--- config.mk ---
export PLATFORM = sky130hd
export DESIGN_NAME = i2c_txn_arbiter
export DESIGN_NICKNAME = d
export VERILOG_FILES = /design/src/rtl/i2c_arb_pkg.sv /design/src/rtl/i2c_rr_pick.sv /design/src/rtl/i2c_txn_arbiter.sv
export SDC_FILE = /design/constraint.sdc
export NUM_CORES = 1
export LEC_CHECK = 0
export BUFFER_PORTS_ARGS = -buffer_cell sky130_fd_sc_hd__buf_2
export CORE_MARGIN = 3
export CORE_UTILIZATION = 49
export CTS_CLUSTER_DIAMETER = 80
export CTS_CLUSTER_SIZE = 24
export DETAILED_ROUTE_END_ITERATION = 8
export PLACE_DENSITY = 0.89
export SETUP_SLACK_MARGIN = 0.1
export SYNTH_ARGS = -nofsm -noshare
export SYNTH_HDL_FRONTEND = slang
export SYNTH_SLANG_ARGS = --single-unit
--- constraint.sdc ---
create_clock -name clk -period 3.27 [get_ports clk]
set_input_delay 0.654 -clock clk [delete_from_list [all_inputs] [get_ports clk]]
set_output_delay 0.654 -clock clk [all_outputs]
set_load 0.05 [all_outputs]
--- src/rtl/i2c_arb_pkg.sv ---
// Shared types for the I2C transaction arbiter: FSM states and the latched transaction record.
package i2c_arb_pkg;

    localparam int I2C_ADDR_W = 7;
    localparam int I2C_DATA_W = 8;

    typedef enum logic [2:0] {
        IDLE,
        LAUNCH,
        WAIT_DONE,
        RESP,
        DRAIN
    } arb_state_t;

    typedef struct packed {
        logic                  wr;
        logic [I2C_ADDR_W-1:0] addr;
        logic [I2C_DATA_W-1:0] wdata;
    } i2c_txn_t;

endpackage

--- src/rtl/i2c_rr_pick.sv ---
// Rotate-priority picker: first set request at or after ptr, wrapping NREQ-1 -> 0.
module i2c_rr_pick #(
    parameter int NREQ  = 4,
    parameter int IDX_W = 2
) (
    input  logic [NREQ-1:0]  req,
    input  logic [IDX_W-1:0] ptr,
    output logic [NREQ-1:0]  onehot,
    output logic [IDX_W-1:0] idx,
    output logic             vld
);

    int j;

    always_comb begin
        onehot = '0;
        idx    = '0;
        vld    = 1'b0;
        j      = 0;
        for (int i = 0; i < NREQ; i++) begin
            j = int'(ptr) + i;
            if (j >= NREQ) j = j - NREQ;
            if (!vld && req[j]) begin
                vld       = 1'b1;
                idx       = j[IDX_W-1:0];
                onehot[j] = 1'b1;
            end
        end
    end

endmodule

--- src/rtl/i2c_txn_arbiter.sv ---
// Round-robin sharing of one slow-clock I2C master among NREQ requesters.
// Optional launch-to-done watchdog enabled by defining I2C_ARB_TIMEOUT_EN.
module i2c_txn_arbiter
    import i2c_arb_pkg::*;
#(
    parameter int NREQ        = 4,
    parameter int NEWD_HOLD   = 48,
    parameter int TIMEOUT_CYC = 4096
) (
    input  logic                       clk,
    input  logic                       rst,
    input  logic [NREQ-1:0]            req,
    input  logic [NREQ-1:0]            req_wr,
    input  logic [NREQ*I2C_ADDR_W-1:0] req_addr,
    input  logic [NREQ*I2C_DATA_W-1:0] req_wdata,
    output logic [NREQ-1:0]            gnt,
    output logic [NREQ-1:0]            rsp_valid,
    output logic [I2C_DATA_W-1:0]      rsp_rdata,
    output logic                       rsp_err,
    output logic                       busy,
    output logic                       m_newd,
    output logic                       m_wr,
    output logic [I2C_ADDR_W-1:0]      m_addr,
    output logic [I2C_DATA_W-1:0]      m_wdata,
    input  logic [I2C_DATA_W-1:0]      m_rdata,
    input  logic                       m_done
);

    localparam int IDX_W  = (NREQ > 1) ? $clog2(NREQ) : 1;
    localparam int HOLD_W = $clog2(NEWD_HOLD + 1);

    arb_state_t          state;
    logic [IDX_W-1:0]    ptr;
    logic [IDX_W-1:0]    owner;
    logic [HOLD_W-1:0]   hold_cnt;
    i2c_txn_t            cur;
    i2c_txn_t [NREQ-1:0] req_txn;

    logic [NREQ-1:0]     pick_onehot;
    logic [IDX_W-1:0]    pick_idx;
    logic                pick_vld;
    logic                to_hit;

    for (genvar g = 0; g < NREQ; g++) begin : g_unpack
        assign req_txn[g].wr    = req_wr[g];
        assign req_txn[g].addr  = req_addr[g*I2C_ADDR_W +: I2C_ADDR_W];
        assign req_txn[g].wdata = req_wdata[g*I2C_DATA_W +: I2C_DATA_W];
    end

    i2c_rr_pick #(
        .NREQ  (NREQ),
        .IDX_W (IDX_W)
    ) u_pick (
        .req    (req),
        .ptr    (ptr),
        .onehot (pick_onehot),
        .idx    (pick_idx),
        .vld    (pick_vld)
    );

    // Grant is combinational so the requester's fields are captured on the same edge that ends the pulse.
    assign gnt     = (state == IDLE && !rst) ? pick_onehot : '0;
    assign m_wr    = cur.wr;
    assign m_addr  = cur.addr;
    assign m_wdata = cur.wdata;

`ifdef I2C_ARB_TIMEOUT_EN
    logic [31:0] to_cnt;
    logic        err_q;

    assign to_hit  = (to_cnt == 32'(TIMEOUT_CYC - 1));
    assign rsp_err = err_q;

    // Counts from the first LAUNCH cycle, so a hit registers the response exactly TIMEOUT_CYC cycles in.
    always_ff @(posedge clk or posedge rst) begin
        if (rst)
            to_cnt <= '0;
        else if (state == LAUNCH || state == WAIT_DONE)
            to_cnt <= to_cnt + 32'd1;
        else
            to_cnt <= '0;
    end
`else
    logic unused_timeout;
    assign unused_timeout = ^TIMEOUT_CYC;
    assign to_hit         = 1'b0;
    assign rsp_err        = 1'b0;
`endif

    always_ff @(posedge clk or posedge rst) begin
        if (rst) begin
            state     <= IDLE;
            ptr       <= '0;
            owner     <= '0;
            hold_cnt  <= '0;
            cur       <= '0;
            m_newd    <= 1'b0;
            busy      <= 1'b0;
            rsp_valid <= '0;
            rsp_rdata <= '0;
`ifdef I2C_ARB_TIMEOUT_EN
            err_q     <= 1'b0;
`endif
        end else begin
            rsp_valid <= '0;
            case (state)
                IDLE: begin
                    if (pick_vld) begin
                        owner    <= pick_idx;
                        cur      <= req_txn[pick_idx];
                        ptr      <= (pick_idx == IDX_W'(NREQ - 1)) ? '0 : pick_idx + 1'b1;
                        m_newd   <= 1'b1;
                        hold_cnt <= '0;
                        busy     <= 1'b1;
                        state    <= LAUNCH;
                    end
                end
                LAUNCH: begin
                    // m_done seen here belongs to the previous transaction and is ignored.
                    if (to_hit) begin
                        m_newd    <= 1'b0;
                        rsp_valid <= NREQ'(1) << owner;
                        rsp_rdata <= '0;
`ifdef I2C_ARB_TIMEOUT_EN
                        err_q     <= 1'b1;
`endif
                        state     <= RESP;
                    end else if (hold_cnt == HOLD_W'(NEWD_HOLD - 1)) begin
                        m_newd <= 1'b0;
                        state  <= WAIT_DONE;
                    end else begin
                        hold_cnt <= hold_cnt + 1'b1;
                    end
                end
                WAIT_DONE: begin
                    if (m_done) begin
                        rsp_valid <= NREQ'(1) << owner;
                        rsp_rdata <= m_rdata;
`ifdef I2C_ARB_TIMEOUT_EN
                        err_q     <= 1'b0;
`endif
                        state     <= RESP;
                    end else if (to_hit) begin
                        rsp_valid <= NREQ'(1) << owner;
                        rsp_rdata <= '0;
`ifdef I2C_ARB_TIMEOUT_EN
                        err_q     <= 1'b1;
`endif
                        state     <= RESP;
                    end
                end
                RESP: begin
                    state <= DRAIN;
                end
                DRAIN: begin
                    // Wait out the master's done level so it cannot complete the next launch early.
                    if (!m_done) begin
                        busy  <= 1'b0;
                        state <= IDLE;
                    end
                end
                default: state <= IDLE;
            endcase
        end
    end

endmodule
==> qor.csv, run 1 <==
stage,metric,value,unit
grt,largest net degree at the start of global routing,44,
timing,post-layout min period,3.06,ns
placement,IO buf count,112,
timing,Finish-stage setup viols,0,
setup_path,CP Max Fanout,5,
clocking,CTS max path bufs,2,
clocking,CTS sink count,43,
synth,library cells used by synthesis,45,
pwr,leakage power,1.88,nW
placement,Post-DP HPWL,4.75,mm
detailed_routing,initial drt markers,118,
setup_path,WP data arrival,2.41,ns
layout,Final Util,66.0,%
pwr,Max IR drop VDD,536,uV
floorplanning,Die Span Y,81.7,microns
pwr,Flop pwr share,25.4,%
clocking,htree depth,2,
synth,main flop type after synthesis,dfrtp_1,
run,MaxCap Viol Count,0,
setup_path,Setup crit end kind,primary output,
synth,Syn Std Cell Area,2810,sq um
layout,Final Instance Area,3520,sq um
synth,post-synthesis net count,350,
synth,number of synthesized flops with an enable pin,0,
clocking,Worst-path clk slew,0.08,ns
pwr,combinational fraction of design power,59.5,%
clocking,CTS root buf,clkbuf_8,
pwr,PwrDens,899,nW/um^2
timing,final period utilization,93.6,%
clocking,CTS tree,done,
clocking,"Clk Latency, worst-skew pair",0.29,ns
setup_path,Critical Path RT,2.62,ns
floorplanning,die extent in x,81.7,microns
floorplanning,boundary pin count,114,
layout,ant diodes,0,
layout,Synth-to-Final Area Change,25.4,%
synth,ys async rst share,100,%
grt,initial antenna violation count,0,
synth,cell taking the most area after synthesis,dfrtp_1,
detailed_routing,mean number of vias per cell,5.40,
floorplanning,Core ar.,5340,sq um
timing,Setup Skew,0.00860,ns
timing,Max Slew Vio Count,0,
grt,GRT Total Usage,18.4,%
synth,Synth warnings,0,
detailed_routing,drc violations,0,
clocking,cts hold-fix bufs,0,
grt,vias in the first global route,2171,
timing,Final Hold Viols,0,
detailed_routing,number of vias in the routed layout,2367,
detailed_routing,DR WL/cell,14.1,microns
setup_path,WS Path Type,flip-flop to primary output,
pwr,Net Switching,1.40,mW
synth,synth top area cells,"dfrtp_1 (38%), mux2i_1 (16%), o221ai_2 (5.3%)",
timing,Max Freq,327,MHz
pwr,Pint,1.77,mW
timing,worst slew pin tran,0.768,ns
timing,max_slew headroom,48.7,%
detailed_routing,final wirelength,6.17,mm
synth,Yosys top cell area share,38.3,%
grt,total gr overflow,0,
timing,TNS Setup,0,ns
synth,syn avg cell area,10.6,sq um
worst_hold_path,Hold Crit Class,flip-flop to flip-flop,
synth,Mapped Cells,264,
layout,Layout Nets,453,
floorplanning,num rows,26,
setup_path,crit start category,flip-flop,
grt,first-pass GRT wire length,9.58,mm
status,status,"finished, final reports clean",
timing,hold slack,0.485,ns
layout,layout cells sized above 1,42.9,%
timing,unrepaired setup endpoints after global routing,false,
detailed_routing,first drt pass iteration count,4,
clocking,CTS Buf Count,5,
placement,placed cell area,3360,sq um
synth,"Seq/Total Area, Yosys",38.3,%
synth,most frequent cells after synthesis,"mux2i_1 (44), dfrtp_1 (43), nand2_1 (36), nor2_1 (13), o221ai_2 (10)",
floorplanning,Initial Utilization,52.7,%
pwr,Sw Ratio,44.1,%
synth,"count leader, synth",mux2i_1,
floorplanning,die area,6680,sq um
detailed_routing,antenna-violating nets left,0,
synth,Yosys reg bits,43,
placement,GPL Wtd Cong,0.783,
pwr,clock share of power,15.0,%
==> routing by layer <==
metal	wire length [microns]	part of all wire, %	track usage (%)	vias up
li1	-	-	-	1162
met1	2560	41	22.7	1116
met2	3030	49	31.9	82
met3	521	8.5	4.93	7
met4	55	0.89	4.49	0
met5	0	0	0	-
==> sequential cells by signal (all words and copies together) (netlist names), 2 cells and up <==
signal     count
rsp_valid      4
m_wdata        8
m_addr         7
ptr            2
owner          2
state          3
rsp_rdata      8
hold_cnt       6
==> worst max-delay path: stages (launching register included) <==
cell,delay (ns)
dfrtp_2,0.42
inv_1,0.12
ha_2,0.33
mux2i_4,0.21
mux2i_2,0.24
buf_4,0.19
a22o_1,0.15
mux2i_1,0.07
a21oi_1,0.17
buf_4,0.22
==> placed cells by master, fill, tap and decap left out, drive strengths merged, types with 2 or more instances in the layout <==
cell	count
nand2b	2
bufinv	2
nor2	13
xor2	4
nor2b	3
nor3	6
and3b	3
dfrtp	43
o31ai	2
mux2	11
a21oi	9
o221ai	16
mux2i	46
inv	5
ha	7
nand4	3
and3	4
nand2	36
a22o	5
nor3b	4
clkbuf	6
buf	120
o21ai	6
==> kinds of logic after synthesis <==
kind of cell / count (synthesis) / synth area share [%]
simple gates: 76 / 13.4
mux: 58 / 22.3
compound gates: 45 / 14.4
flops: 43 / 38.3
buf+inv: 30 / 7.08
fa+ha+maj: 7 / 3.12
xor+xnor: 4 / 1.25
other cells: 1 / 0.133
==> final cells by class <==
type,count,area (sq um)
sequential,43,1080
multi-input combinational,191,1560
fill,427,1810
timing repair buffer,120,643
inverter,6,22.5
tap,70,87.6
clock buffer,6,72.6
clock inverter,2,60.1
==> power groups by stage <==
| stage | clock (mW) | sequential, mW | combinational, mW |
|---|---|---|---|
| 3_5_place_dp | 0 | 0.821 | 1.88 |
| 6_report | 0.475 | 0.806 | 1.89 |
| 4_1_cts | 0.486 | 0.816 | 1.89 |
| 5_1_grt | 0.517 | 0.830 | 2.03 |
| 2_1_floorplan | 0 | 1.16 | 1.22 |
| 3_3_place_gp | 0 | 0.814 | 1.81 |
==> stage by stage <==
stage          instances  setup slack [ns]  power, mW
2_1_floorplan        264           -0.0311       2.37
3_3_place_gp         429             0.350       2.63
3_5_place_dp         429             0.186       2.70
4_1_cts              437             0.111       3.19
5_1_grt              438             0.133       3.38
6_report             438             0.209       3.17
==> repair_timing <==
action / 4_1_cts / 5_1_grt
gates cloned: 0 / 0
resized for setup: 7 / 0
setup buffers: 0 / 1
setup endpoints to repair: 4 / 4
==> final timing paths <==
kind	startpoint	end	slack (ns)	depth (start not counted)
worst min-delay path	m_wdata[1]	m_wdata[1]	0.48	2
max in group asynchronous	rst	ptr[1]	2.37	3
worst max register to register	ptr[1]	ptr[0]	0.50	12
min in group asynchronous	rst	busy	0.51	3
worst max-delay path	ptr[1]	gnt[1]	0.21	9
worst min register to register	m_wdata[1]	m_wdata[1]	0.48	2
(Power assumes the default switching activity.)
==> inputs of run 2 (changes only) <==
- PLACE_DENSITY: 0.89 -> 0.81
==> qor.csv, run 2 (same netlist as run 1, synthesis figures left out) <==
stage,metric,value,unit
timing,unrepaired setup endpoints after global routing,true,
detailed_routing,initial drt markers,134,
floorplanning,Initial Utilization,52.7,%
timing,final period utilization,93.6,%
setup_path,Setup crit end kind,primary output,
floorplanning,Die Span Y,81.7,microns
detailed_routing,first drt pass iteration count,4,
layout,fill count,447,
clocking,CTS max path bufs,2,
layout,Final Util,65.3,%
timing,Max Slew Vio Count,0,
placement,IO buf count,112,
placement,placed cell area,3360,sq um
clocking,CTS sink count,43,
clocking,CTS Buf Count,5,
grt,largest net degree at the start of global routing,44,
pwr,PwrDens,875,nW/um^2
timing,Final Worst Setup Slack,0.211,ns
setup_path,Critical Path RT,2.62,ns
setup_path,CP Max Fanout,6,
clocking,htree depth,2,
setup_path,crit start category,flip-flop,
setup_path,"Max stage delay cell, worst path",ha_2,
timing,Setup Skew,0.00629,ns
grt,initial antenna violation count,0,
detailed_routing,final wirelength,6.59,mm
setup_path,Buf/Inv on CP,2,
run,MaxCap Viol Count,0,
timing,worst slew pin tran,0.800,ns
detailed_routing,drc violations,0,
setup_path,worst-path cell chain,inv_1 > ha_2 > mux2i_1 > mux2i_4 > nor2b_4 > a22o_1 > mux2i_1 > a21oi_1 > buf_4,
layout,"commonest non-fill, non-tap cell in the layout",buf_2,
setup_path,critical path's most frequent cell,mux2i_1,
detailed_routing,number of vias in the routed layout,2366,
setup_path,WP data arrival,2.41,ns
timing,post-layout min period,3.06,ns
floorplanning,boundary pin count,114,
clocking,Worst-path clk slew,0.08,ns
timing,Finish-stage setup viols,0,
clocking,"Clk Latency, worst-skew pair",0.29,ns
clocking,CTS root buf,clkbuf_8,
layout,ant diodes,0,
placement,Post-DP HPWL,4.99,mm
pwr,leakage power,1.86,nW
layout,Layout Nets,453,
floorplanning,num rows,26,
worst_hold_path,Hold Crit Class,flip-flop to flip-flop,
timing,max_slew headroom,46.5,%
layout,layout cells sized above 1,42.9,%
placement,Post-Place Worst Slack,0.168,ns
detailed_routing,mean number of vias per cell,5.40,
timing,Max Freq,327,MHz
grt,GRT Total Usage,18.8,%
detailed_routing,DR WL/cell,15.1,microns
layout,Seq. cell area,1080,sq um
floorplanning,die area,6680,sq um
layout,Final Instance Area,3480,sq um
detailed_routing,antenna-violating nets left,0,
status,status,"finished, final reports clean",
pwr,Max IR drop VDD,436,uV
layout,"commonest non-fill, non-tap cells in the layout","buf_2 (108), mux2i_1 (44), dfrtp_1 (42)",
setup_path,"Largest stage delay, worst path",0.40,ns
setup_path,WS Path Type,flip-flop to primary output,
placement,GPL Wtd Cong,0.819,
grt,total gr overflow,0,
layout,Synth-to-Final Area Change,24.0,%
clocking,CTS tree,done,
setup_path,cell family with most CP delay,multiplexers,
placement,placed insts,428,
layout,Non-Filler Instances,438,
timing,Final Hold Viols,0,
floorplanning,die extent in x,81.7,microns
grt,vias in the first global route,2180,
layout,multi-input combinational cell area,1570,sq um
floorplanning,Core ar.,5340,sq um
grt,first-pass GRT wire length,9.85,mm
==> run 2: area by class of cell <==
type / count / area share [%]
clock buffer: 6 / 2.08
timing repair buffer: 120 / 18.5
sequential: 43 / 30.9
tap: 70 / 2.51
inverter: 6 / 0.646
multi-input combinational: 191 / 45.0
clock inverter: 2 / 0.359
==> run 2: stage by stage <==
stage	hold WS (ns)	setup TNS, ns	power [mW]
final	0.487	0	3.05
after global placement	0.466	0	2.63
after detailed placement	0.467	0	2.69
after global routing	0.515	0	3.24
after CTS	0.487	0	3.04
after floorplan	0.449	-0.123	2.37
==> run 2: per-layer routing <==
| layer | GRT usage [%] | wire length [microns] | vias up |
|---|---|---|---|
| met5 | 0 | 0 | - |
| met4 | 6.15 | 80 | 0 |
| met3 | 4.28 | 421 | 9 |
| met2 | 32.1 | 3360 | 70 |
| met1 | 23.6 | 2730 | 1126 |
| li1 | - | - | 1161 |
==> run 2: path summary, 6_finish.rpt <==
kind | from | to | slack (ns) | cells after the start
setup / recovery | ptr[0] | gnt[2] | 0.21 | 9
hold / removal | m_wdata[0] | m_wdata[0] | 0.49 | 2
setup reg to reg | ptr[0] | m_addr[3] | 0.57 | 10
hold reg to reg | m_wdata[0] | m_wdata[0] | 0.49 | 2
max in group asynchronous | rst | ptr[1] | 2.37 | 3
min in group asynchronous | rst | owner[1] | 0.51 | 3
==> run 2: power breakdown <==
part           internal, mW  switching, mW  total (mW)
Sequential            0.696          0.107       0.803
Combinational         0.776           1.14        1.92
Clock                 0.149          0.175       0.325
==> run 2: what timing repair did <==
item,in CTS,in global routing
hold buffers,0,0
gates resized for setup,6,2
hold endpoints to repair,0,0
endpoints found under the setup margin,4,4
setup buffers,2,0
==> run 2: worst min-delay path, stage by stage, from the launching register on <==
cell	delay, ns
dfrtp_1	0.34
nand2_1	0.06
o221ai_2	0.05
